## config.mk

```make
export PLATFORM = sky130hd
export DESIGN_NAME = hazard_ctrl
export DESIGN_NICKNAME = d
export VERILOG_FILES = /design/src/rtl/hazard_ctrl.sv
export SDC_FILE = /design/constraint.sdc
export NUM_CORES = 1
export LEC_CHECK = 0
export CAP_MARGIN = 10
export CORE_MARGIN = 10
export CORE_UTILIZATION = 39
export DETAILED_ROUTE_END_ITERATION = 16
export PLACE_DENSITY = 0.72
export SLEW_MARGIN = 25
export SYNTH_ARGS = -nofsm -noshare
export SYNTH_HDL_FRONTEND = slang
export SYNTH_SLANG_ARGS = --single-unit
```

## constraint.sdc

```tcl
create_clock -name CLK -period 4 [get_ports CLK]
set_input_delay 0.4 -clock CLK [delete_from_list [all_inputs] [get_ports CLK]]
set_output_delay 0.4 -clock CLK [all_outputs]
set_load 0.05 [all_outputs]
```

## src/rtl/hazard_ctrl.sv

```systemverilog
// Pipeline hazard controller: turns hazard indications from the five pipeline
// stages into PC / pipeline-register enables and bubble inserts, keeps a sticky
// halt flag and saturating stall/flush statistics counters.
module hazard_ctrl (
    input  logic        CLK,
    input  logic        nRST,
    input  logic        ihit,
    input  logic        dhit,
    input  logic        memREN,
    input  logic        memWEN,
    input  logic        exDRE,
    input  logic [4:0]  exrt,
    input  logic [4:0]  idrs,
    input  logic [4:0]  idrt,
    input  logic        brTaken,
    input  logic        jmpID,
    input  logic        wbHALT,
    output logic        pcEN,
    output logic        ifidW,
    output logic        idexW,
    output logic        exmemW,
    output logic        memwbW,
    output logic        ifidRST,
    output logic        idexRST,
    output logic        exmemRST,
    output logic        memwbRST,
    output logic        halt,
    output logic [31:0] stallCnt,
    output logic [15:0] flushCnt
);

    typedef enum logic [1:0] {StInit, StRun, StHalted} state_e;

    state_e      state_q, state_d;
    logic [31:0] stall_cnt_q;
    logic [15:0] flush_cnt_q;
    logic        stall_inc, flush_inc;
    logic        dmem_wait, load_use;

    // Register 0 is hardwired, so a load targeting it never creates a dependency.
    assign dmem_wait = (memREN | memWEN) & ~dhit;
    assign load_use  = exDRE & (exrt != 5'd0) & ((exrt == idrs) | (exrt == idrt));

    assign stallCnt = stall_cnt_q;
    assign flushCnt = flush_cnt_q;

    // State register: asynchronous reset back to INIT.
    always_ff @(posedge CLK or negedge nRST) begin
        if (!nRST) begin
            state_q <= StInit;
        end else begin
            state_q <= state_d;
        end
    end

    // Saturating statistics counters; they only advance while running.
    always_ff @(posedge CLK or negedge nRST) begin
        if (!nRST) begin
            stall_cnt_q <= '0;
            flush_cnt_q <= '0;
        end else begin
            if (stall_inc && (stall_cnt_q != '1)) begin
                stall_cnt_q <= stall_cnt_q + 32'd1;
            end
            if (flush_inc && (flush_cnt_q != '1)) begin
                flush_cnt_q <= flush_cnt_q + 16'd1;
            end
        end
    end

    // Next state and prioritised hazard response; the first matching condition wins.
    always_comb begin
        state_d   = state_q;
        pcEN      = 1'b0;
        ifidW     = 1'b0;
        idexW     = 1'b0;
        exmemW    = 1'b0;
        memwbW    = 1'b0;
        ifidRST   = 1'b0;
        idexRST   = 1'b0;
        exmemRST  = 1'b0;
        memwbRST  = 1'b0;
        halt      = 1'b0;
        stall_inc = 1'b0;
        flush_inc = 1'b0;
        unique case (state_q)
            StInit: begin
                ifidRST  = 1'b1;
                idexRST  = 1'b1;
                exmemRST = 1'b1;
                memwbRST = 1'b1;
                state_d  = StRun;
            end
            StRun: begin
                if (wbHALT) begin
                    halt    = 1'b1;
                    state_d = StHalted;
                end else if (dmem_wait) begin
                    // Freeze everything upstream; bubble leaves MEM toward WB.
                    memwbRST  = 1'b1;
                    stall_inc = 1'b1;
                end else if (brTaken) begin
                    pcEN      = 1'b1;
                    ifidRST   = 1'b1;
                    idexRST   = 1'b1;
                    exmemRST  = 1'b1;
                    memwbW    = 1'b1;
                    flush_inc = 1'b1;
                end else if (load_use) begin
                    idexRST   = 1'b1;
                    exmemW    = 1'b1;
                    memwbW    = 1'b1;
                    stall_inc = 1'b1;
                end else if (jmpID) begin
                    pcEN      = ihit;
                    ifidRST   = 1'b1;
                    idexW     = 1'b1;
                    exmemW    = 1'b1;
                    memwbW    = 1'b1;
                    flush_inc = 1'b1;
                end else if (!ihit) begin
                    ifidRST   = 1'b1;
                    idexW     = 1'b1;
                    exmemW    = 1'b1;
                    memwbW    = 1'b1;
                    stall_inc = 1'b1;
                end else begin
                    pcEN   = 1'b1;
                    ifidW  = 1'b1;
                    idexW  = 1'b1;
                    exmemW = 1'b1;
                    memwbW = 1'b1;
                end
            end
            StHalted: begin
                halt = 1'b1;
            end
            default: begin
                ifidRST  = 1'b1;
                idexRST  = 1'b1;
                exmemRST = 1'b1;
                memwbRST = 1'b1;
                state_d  = StInit;
            end
        endcase
    end

endmodule

```

==> results of run 1 <==
==> report_power, final <==
part | internal (mW) | switching [mW]
Clock | 0.120 | 0.175
Sequential | 0.505 | 0
Combinational | 0.0327 | 0.0295
==> routing by layer <==
metal / share of wire, % / up-vias / GRT usage, % / wire length (um)
met5: 0 / - / 0 / 0
met4: 0.94 / 0 / 3.380 / 68
met3: 7.1 / 6 / 4.771 / 510
met2: 47 / 66 / 20.90 / 3356
met1: 45 / 1134 / 16.03 / 3270
li1: - / 1137 / - / -
==> flip-flops by register name, indices dropped and copies added, names as in the netlist <==
name	flops
stallCnt	32
flushCnt	16
state_q	2
==> final timing paths <==
| path | startpoint | to | slack [ns] |
|---|---|---|---|
| min in group CLK | flushCnt[9] | flushCnt[9] | 0.49 |
| max reg2reg | state_q[1] | flushCnt[1] | 1.61 |
| min reg2reg | flushCnt[9] | flushCnt[9] | 0.49 |
| min | nRST | state_q[0] | 0.18 |
| max in group asynchronous | nRST | stallCnt[1] | 3.37 |
| max | exrt[0] | ifidW | 0.58 |
==> cells in the final DEF, fill, tap and decap left out, types with 2 or more instances in the layout <==
cell type / count
sky130_fd_sc_hd__ha_1: 5
sky130_fd_sc_hd__and2_1: 4
sky130_fd_sc_hd__mux2_2: 2
sky130_fd_sc_hd__nor4_1: 3
sky130_fd_sc_hd__dfrtp_1: 50
sky130_fd_sc_hd__nor3b_1: 4
sky130_fd_sc_hd__and4_1: 6
sky130_fd_sc_hd__nand4_1: 15
sky130_fd_sc_hd__nor3_1: 6
sky130_fd_sc_hd__nand3_1: 25
sky130_fd_sc_hd__o21ai_0: 5
sky130_fd_sc_hd__nand2b_1: 3
sky130_fd_sc_hd__a21oi_1: 6
sky130_fd_sc_hd__clkinvlp_4: 2
sky130_fd_sc_hd__o22ai_1: 3
sky130_fd_sc_hd__nand2_1: 20
sky130_fd_sc_hd__xnor2_1: 45
sky130_fd_sc_hd__buf_4: 2
sky130_fd_sc_hd__xor2_1: 9
sky130_fd_sc_hd__nand4b_1: 2
sky130_fd_sc_hd__nor2_1: 13
sky130_fd_sc_hd__clkdlybuf4s50_1: 81
sky130_fd_sc_hd__clkbuf_8: 5
sky130_fd_sc_hd__inv_1: 7
sky130_fd_sc_hd__and3_1: 12
==> worst register-to-register path: cells and delay by family, from the launching register on <==
| family | cells | cell delay [ns] |
|---|---|---|
| buf+inv | 1 | 0.10 |
| compound gates | 2 | 0.81 |
| flops | 1 | 0.39 |
| simple gates | 2 | 0.33 |
| fa+ha+maj | 1 | 0.24 |
| mux | 1 | 0.41 |
==> area by class of cell <==
class / instances / area [um2] / share of cell area [%]
clock buffer: 5 / 68.82 / 1.836
inverter: 7 / 26.28 / 0.7012
tap: 96 / 120.1 / 3.205
timing repair buffer: 84 / 830.8 / 22.17
multi-input combinational: 209 / 1435 / 38.30
clock inverter: 2 / 15.01 / 0.4007
sequential: 50 / 1251 / 33.39
==> stage by stage <==
step                      power (mW)  hold slack (ns)  util [%]  setup WS (ns)  instance area, um2
after floorplan               0.5351           0.1044         -         0.8806                2749
after global placement        0.5766           0.4764     53.63         0.7066                3664
after global routing          0.8988           0.2387     54.85         0.4476                3747
after detailed placement      0.5786           0.4835     53.63         0.6070                3664
final                         0.8618           0.1800     54.85         0.5837                3747
after CTS                     0.8753           0.2192     54.85         0.5983                3747
==> kinds of logic after synthesis <==
kind of cell / after synthesis / synth area share, %
AND/OR/NAND/NOR: 122 / 24.85
XOR/XNOR: 54 / 17.21
flip-flops: 50 / 45.52
AO/OA/AOI/OAI: 25 / 6.692
buffers and inverters: 12 / 2.276
adder cells (fa/ha/maj): 5 / 2.276
multiplexers: 3 / 1.183
==> results.sh, run 1 <==
export IMPL_die_height_um=104.0
export IMPL_numPortBuffers=82
export IMPL_grt_overflow_total=0
export IMPL_routed_wire_length_per_instance_um=15.91
export IMPL_cts_num_sinks=50
export IMPL_seq_area_frac_synth_pct=45.52
export IMPL_timing_slew_headroom_pct=50.13
export IMPL_timing_critical_path_buf_inv=2
export IMPL_placement_rows=30
export IMPL_final_min_period_over_clock_period_pct=85.41
export IMPL_cts_max_level=2
export IMPL_gp_congestion=0.7875
export IMPL_clk_insertion_delay_late_ns=0.30
export IMPL_grt_start_max_net_pins=51
export IMPL_cts_buffers_inserted=5
export IMPL_coreArea_um2=6832
export IMPL_detail_route_vias_per_cell=5.172
export IMPL_tightestPinTransition_ns=0.7417
export IMPL_synth_most_common_cell="sky130_fd_sc_hd__dfrtp_1"
export IMPL_critical_path_max_fanout=5
export IMPL_synth_async_sr_flop_share_pct=100.0
export IMPL_count_of_tritonroute_iterations_in_the_first_routing_pass=4
export IMPL_worstSetupEndpointType="primary output"
export IMPL_num_io_pins=83
export IMPL_postCtsSetupRepairBufs=0
export IMPL_setup_violations=0
export IMPL_clk_pin_slew_worst_paths_ns=0.10
export IMPL_status="complete, no violations"
export IMPL_place_detailed_instances=446
export IMPL_average_footprint_of_a_synthesized_cell_um2=10.14
export IMPL_grtUsageTotal_pct=13.00
export IMPL_fmaxAchievable_mhz=292.7
export IMPL_num_antenna_cells=0
export IMPL_critical_path_arrival_ns=3.02
export IMPL_yosys_warnings=0
export IMPL_final_layout_size_suffix_gt1_share_pct=5.882
export IMPL_antenna_found_initial=0
export IMPL_critical_path_most_common_cell="sky130_fd_sc_hd__clkdlybuf4s50_1"
export IMPL_slowest_stage="sky130_fd_sc_hd__clkdlybuf4s50_1"
export IMPL_die_w_um=104.0
export IMPL_timing_setup_tns_ns=0
export IMPL_synthesis_nets=301
export IMPL_min_path_type="input pin to asynchronous set/reset pin"
export IMPL_drt_antenna_violating_nets=0
export IMPL_synth_largest_area_cell="sky130_fd_sc_hd__dfrtp_1"
export IMPL_numnets_final=387
export IMPL_timing_max_transition_violations_final=0
export IMPL_synth_top_cell_area_share_pct=45.52
export IMPL_ys_dominant_reg_cell="sky130_fd_sc_hd__dfrtp_1"
export IMPL_synthTopCellsByCount="sky130_fd_sc_hd__dfrtp_1 (50), sky130_fd_sc_hd__xnor2_1 (45), sky130_fd_sc_hd__nand3_1 (25)"
export IMPL_p_leak_nw=1.560
export IMPL_number_of_fill_cells_in_the_layout=657
export IMPL_via_count=2343
export IMPL_rsz0062_at_grt="false"
export IMPL_first_pass_grt_wire_length_um=11910
export IMPL_initial_core_util_pct=40.24
export IMPL_flop_and_latch_count_out_of_synthesis=50
export IMPL_path_delay_family="buffers and inverters"
export IMPL_worst_clock_skew_ns=0.01015
export IMPL_worstPathCellList="clkdlybuf4s50_1, xnor2_1, nand3_1, o22ai_1, nand2_1, and2_1, and3_1, clkdlybuf4s50_1"
export IMPL_worst_setup_path_start_kind="input pin"
export IMPL_max_cap_violations=0
export IMPL_cpPeakStageDelay_ns=0.69
export IMPL_cts_tree="built"
export IMPL_max_vdd_ir_drop_mv=0.1217
export IMPL_remaining_routing_drc_violations=0
export IMPL_initialDrtViolationCount=103
export IMPL_wl_um=7205
export IMPL_power_density_cell_area_nw_per_um2=230.0
export IMPL_syn_instance_count=271
export IMPL_post_dp_hpwl_um=5587
export IMPL_syn_cell_area_um2=2749
export IMPL_synth_enable_flop_cells=0
export IMPL_criticalPathCategory="input pin to primary output"
export IMPL_cp_depth=8
export IMPL_hold_violations=0
export IMPL_max_clock_path_buffers=2
export IMPL_cts_root_buf="sky130_fd_sc_hd__clkbuf_8"
export IMPL_layout_cells_non_filler=453
export IMPL_synth_area_top_cells="sky130_fd_sc_hd__dfrtp_1 (46%), sky130_fd_sc_hd__xnor2_1 (14%), sky130_fd_sc_hd__nand3_1 (4.6%)"
export IMPL_synth_lib_cells_used_distinct=47
export IMPL_areaGrowthSynthToFinish_pct=36.32
export IMPL_required_ns=3.60
export IMPL_number_of_instances_resized_during_post_cts_repair=0
export IMPL_cts_hold_repair_buffers=0
export IMPL_rr_worst_depth=7
export IMPL_design_die_area_um2=10810
export IMPL_via_count_of_the_first_global_routing_pass=2343
export IMPL_finalWorstPathRequiredPeriod_ns=3.416
No activity file was read; power rests on OpenSTA's default activity.
==> run 2: changes to the inputs <==
--- a/config.mk
+++ b/config.mk
@@ -8,7 +8,10 @@
 export CAP_MARGIN = 10
 export CORE_MARGIN = 10
 export CORE_UTILIZATION = 39
+export CTS_BUF_LIST = sky130_fd_sc_hd__clkbuf_4 sky130_fd_sc_hd__clkbuf_8
 export DETAILED_ROUTE_END_ITERATION = 16
+export GPL_ROUTABILITY_DRIVEN = 0
+export MAX_ROUTING_LAYER = met4
 export PLACE_DENSITY = 0.72
 export SLEW_MARGIN = 25
 export SYNTH_ARGS = -nofsm -noshare
==> results.sh, run 2 (synthesized netlist as in run 1, its figures left out) <==
export IMPL_max_cap_violations=0
export IMPL_required_ns=3.60
export IMPL_rr_worst_depth=7
export IMPL_die_height_um=104.0
export IMPL_fmaxAchievable_mhz=292.7
export IMPL_numPortBuffers=82
export IMPL_placement_rows=30
export IMPL_tightestPinTransition_ns=0.7410
export IMPL_final_layout_size_suffix_gt1_share_pct=5.882
export IMPL_initial_core_util_pct=40.24
export IMPL_remaining_routing_drc_violations=0
export IMPL_antenna_found_initial=0
export IMPL_p_leak_nw=1.560
export IMPL_hold_violations=0
export IMPL_detail_route_vias_per_cell=5.155
export IMPL_max_vdd_ir_drop_mv=0.1190
export IMPL_most_common_library_cell_in_the_layout_ignoring_fill_and_taps="sky130_fd_sc_hd__clkdlybuf4s50_1"
export IMPL_cts_root_buf="sky130_fd_sc_hd__clkbuf_8"
export IMPL_report_power_total_mw=0.8582
export IMPL_via_count_of_the_first_global_routing_pass=2354
export IMPL_num_io_pins=83
export IMPL_timing_setup_tns_ns=0
export IMPL_number_of_instances_resized_during_post_cts_repair=0
export IMPL_cts_hold_repair_buffers=0
export IMPL_timing_max_transition_violations_final=0
export IMPL_first_pass_grt_wire_length_um=11880
export IMPL_via_count=2335
export IMPL_cts_max_level=2
export IMPL_cts_buffers_inserted=5
export IMPL_worst_setup_path_start_kind="input pin"
export IMPL_critical_path_arrival_ns=3.02
export IMPL_clk_pin_slew_worst_paths_ns=0.09
export IMPL_drt_antenna_violating_nets=0
export IMPL_rsz0062_at_grt="false"
export IMPL_numnets_final=387
export IMPL_worst_clock_skew_ns=0.009957
export IMPL_criticalPathCategory="input pin to primary output"
export IMPL_num_antenna_cells=0
export IMPL_wl_um=7188
export IMPL_setup_ws_ns=0.5832
export IMPL_coreArea_um2=6832
export IMPL_worstSetupEndpointType="primary output"
export IMPL_power_density_cell_area_nw_per_um2=229.0
export IMPL_cts_tree="built"
export IMPL_max_clock_path_buffers=2
export IMPL_power_share_of_the_clock_group_pct=33.9
export IMPL_min_path_type="input pin to asynchronous set/reset pin"
export IMPL_total_switching_power_mw=0.2007
export IMPL_layout_cells_most_common_list="sky130_fd_sc_hd__clkdlybuf4s50_1 (81), sky130_fd_sc_hd__dfrtp_1 (50), sky130_fd_sc_hd__xnor2_1 (45), sky130_fd_sc_hd__nand3_1 (25), sky130_fd_sc_hd__nand2_1 (20)"
export IMPL_intPower_mw=0.6575
export IMPL_reg_power_share_pct=58.8
export IMPL_routed_wire_length_per_instance_um=15.87
export IMPL_grt_overflow_total=0
export IMPL_design_die_area_um2=10810
export IMPL_count_of_tritonroute_iterations_in_the_first_routing_pass=4
export IMPL_post_dp_hpwl_um=5587
export IMPL_switching_share_pct=23.39
export IMPL_timing_slew_headroom_pct=50.18
export IMPL_largest_register_ff_count=32
export IMPL_setup_violations=0
export IMPL_final_min_period_over_clock_period_pct=85.42
export IMPL_status="complete, no violations"
export IMPL_finalWorstPathRequiredPeriod_ns=3.417
export IMPL_comb_power_share_pct=7.2
export IMPL_grtUsageTotal_pct=13.39
export IMPL_areaGrowthSynthToFinish_pct=36.32
export IMPL_initialDrtViolationCount=123
export IMPL_clk_insertion_delay_late_ns=0.30
export IMPL_grt_start_max_net_pins=51
export IMPL_critical_path_max_fanout=5
export IMPL_postCtsSetupRepairBufs=0
export IMPL_die_w_um=104.0
export IMPL_dp_worst_setup_slack_ns=0.6070
export IMPL_cts_num_sinks=50
export IMPL_hold_worst_slack_ns=0.1838
export IMPL_utilization_pct=54.85
run 2: cell counts in the layout (fill, tap and decap cells not counted):
Identical to the previous run, type by type.
run 2: cell type report:
cell class                      count  area, um2
Multi-Input combinational cell    209       1435
Timing Repair Buffer               84      830.8
Sequential cell                    50       1251
Clock inverter                      2      15.01
Clock buffer                        5      68.82
Fill cell                         657       3084
Inverter                            7      26.28
Tap cell                           96      120.1
run 2: critical path, cell delays in order:
cell and delay, ns:
sky130_fd_sc_hd__clkdlybuf4s50_1 0.61, sky130_fd_sc_hd__xnor2_1 0.15, sky130_fd_sc_hd__nand3_1 0.12, sky130_fd_sc_hd__o22ai_1 0.45, sky130_fd_sc_hd__nand2_1 0.21, sky130_fd_sc_hd__and2_1 0.20, sky130_fd_sc_hd__and3_1 0.17, sky130_fd_sc_hd__clkdlybuf4s50_1 0.69
run 2: power groups by stage:
stage / Combinational, mW / Sequential (mW) / Clock, mW
floorplan: 0.0199 / 0.515 / 0
global placement: 0.0616 / 0.515 / 0
detailed placement: 0.0636 / 0.515 / 0
CTS: 0.0638 / 0.505 / 0.306
global route: 0.0681 / 0.505 / 0.325
finish: 0.0622 / 0.505 / 0.291
run 2: worst paths after layout:
path	start	to	slack, ns
max	exrt[0]	ifidW	0.58
min	nRST	state_q[0]	0.18
max reg2reg	state_q[1]	flushCnt[1]	1.61
min reg2reg	flushCnt[12]	flushCnt[12]	0.50
max in group asynchronous	nRST	stallCnt[1]	3.36
min in group CLK	flushCnt[12]	flushCnt[12]	0.50
run 2: per-stage QoR:
step	instance area, um2	std cells
global placement	3664	446
finish	3747	453
CTS	3747	453
floorplan	2749	271
detailed placement	3664	446
global route	3747	453
run 2: metal layers:
layer	wire length (um)	vias up	global-route usage, %
met3	401	8	3.779
met4	92	0	3.380
li1	-	1136	-
met2	3318	64	21.13
met5	0	-	-
met1	3376	1127	16.51
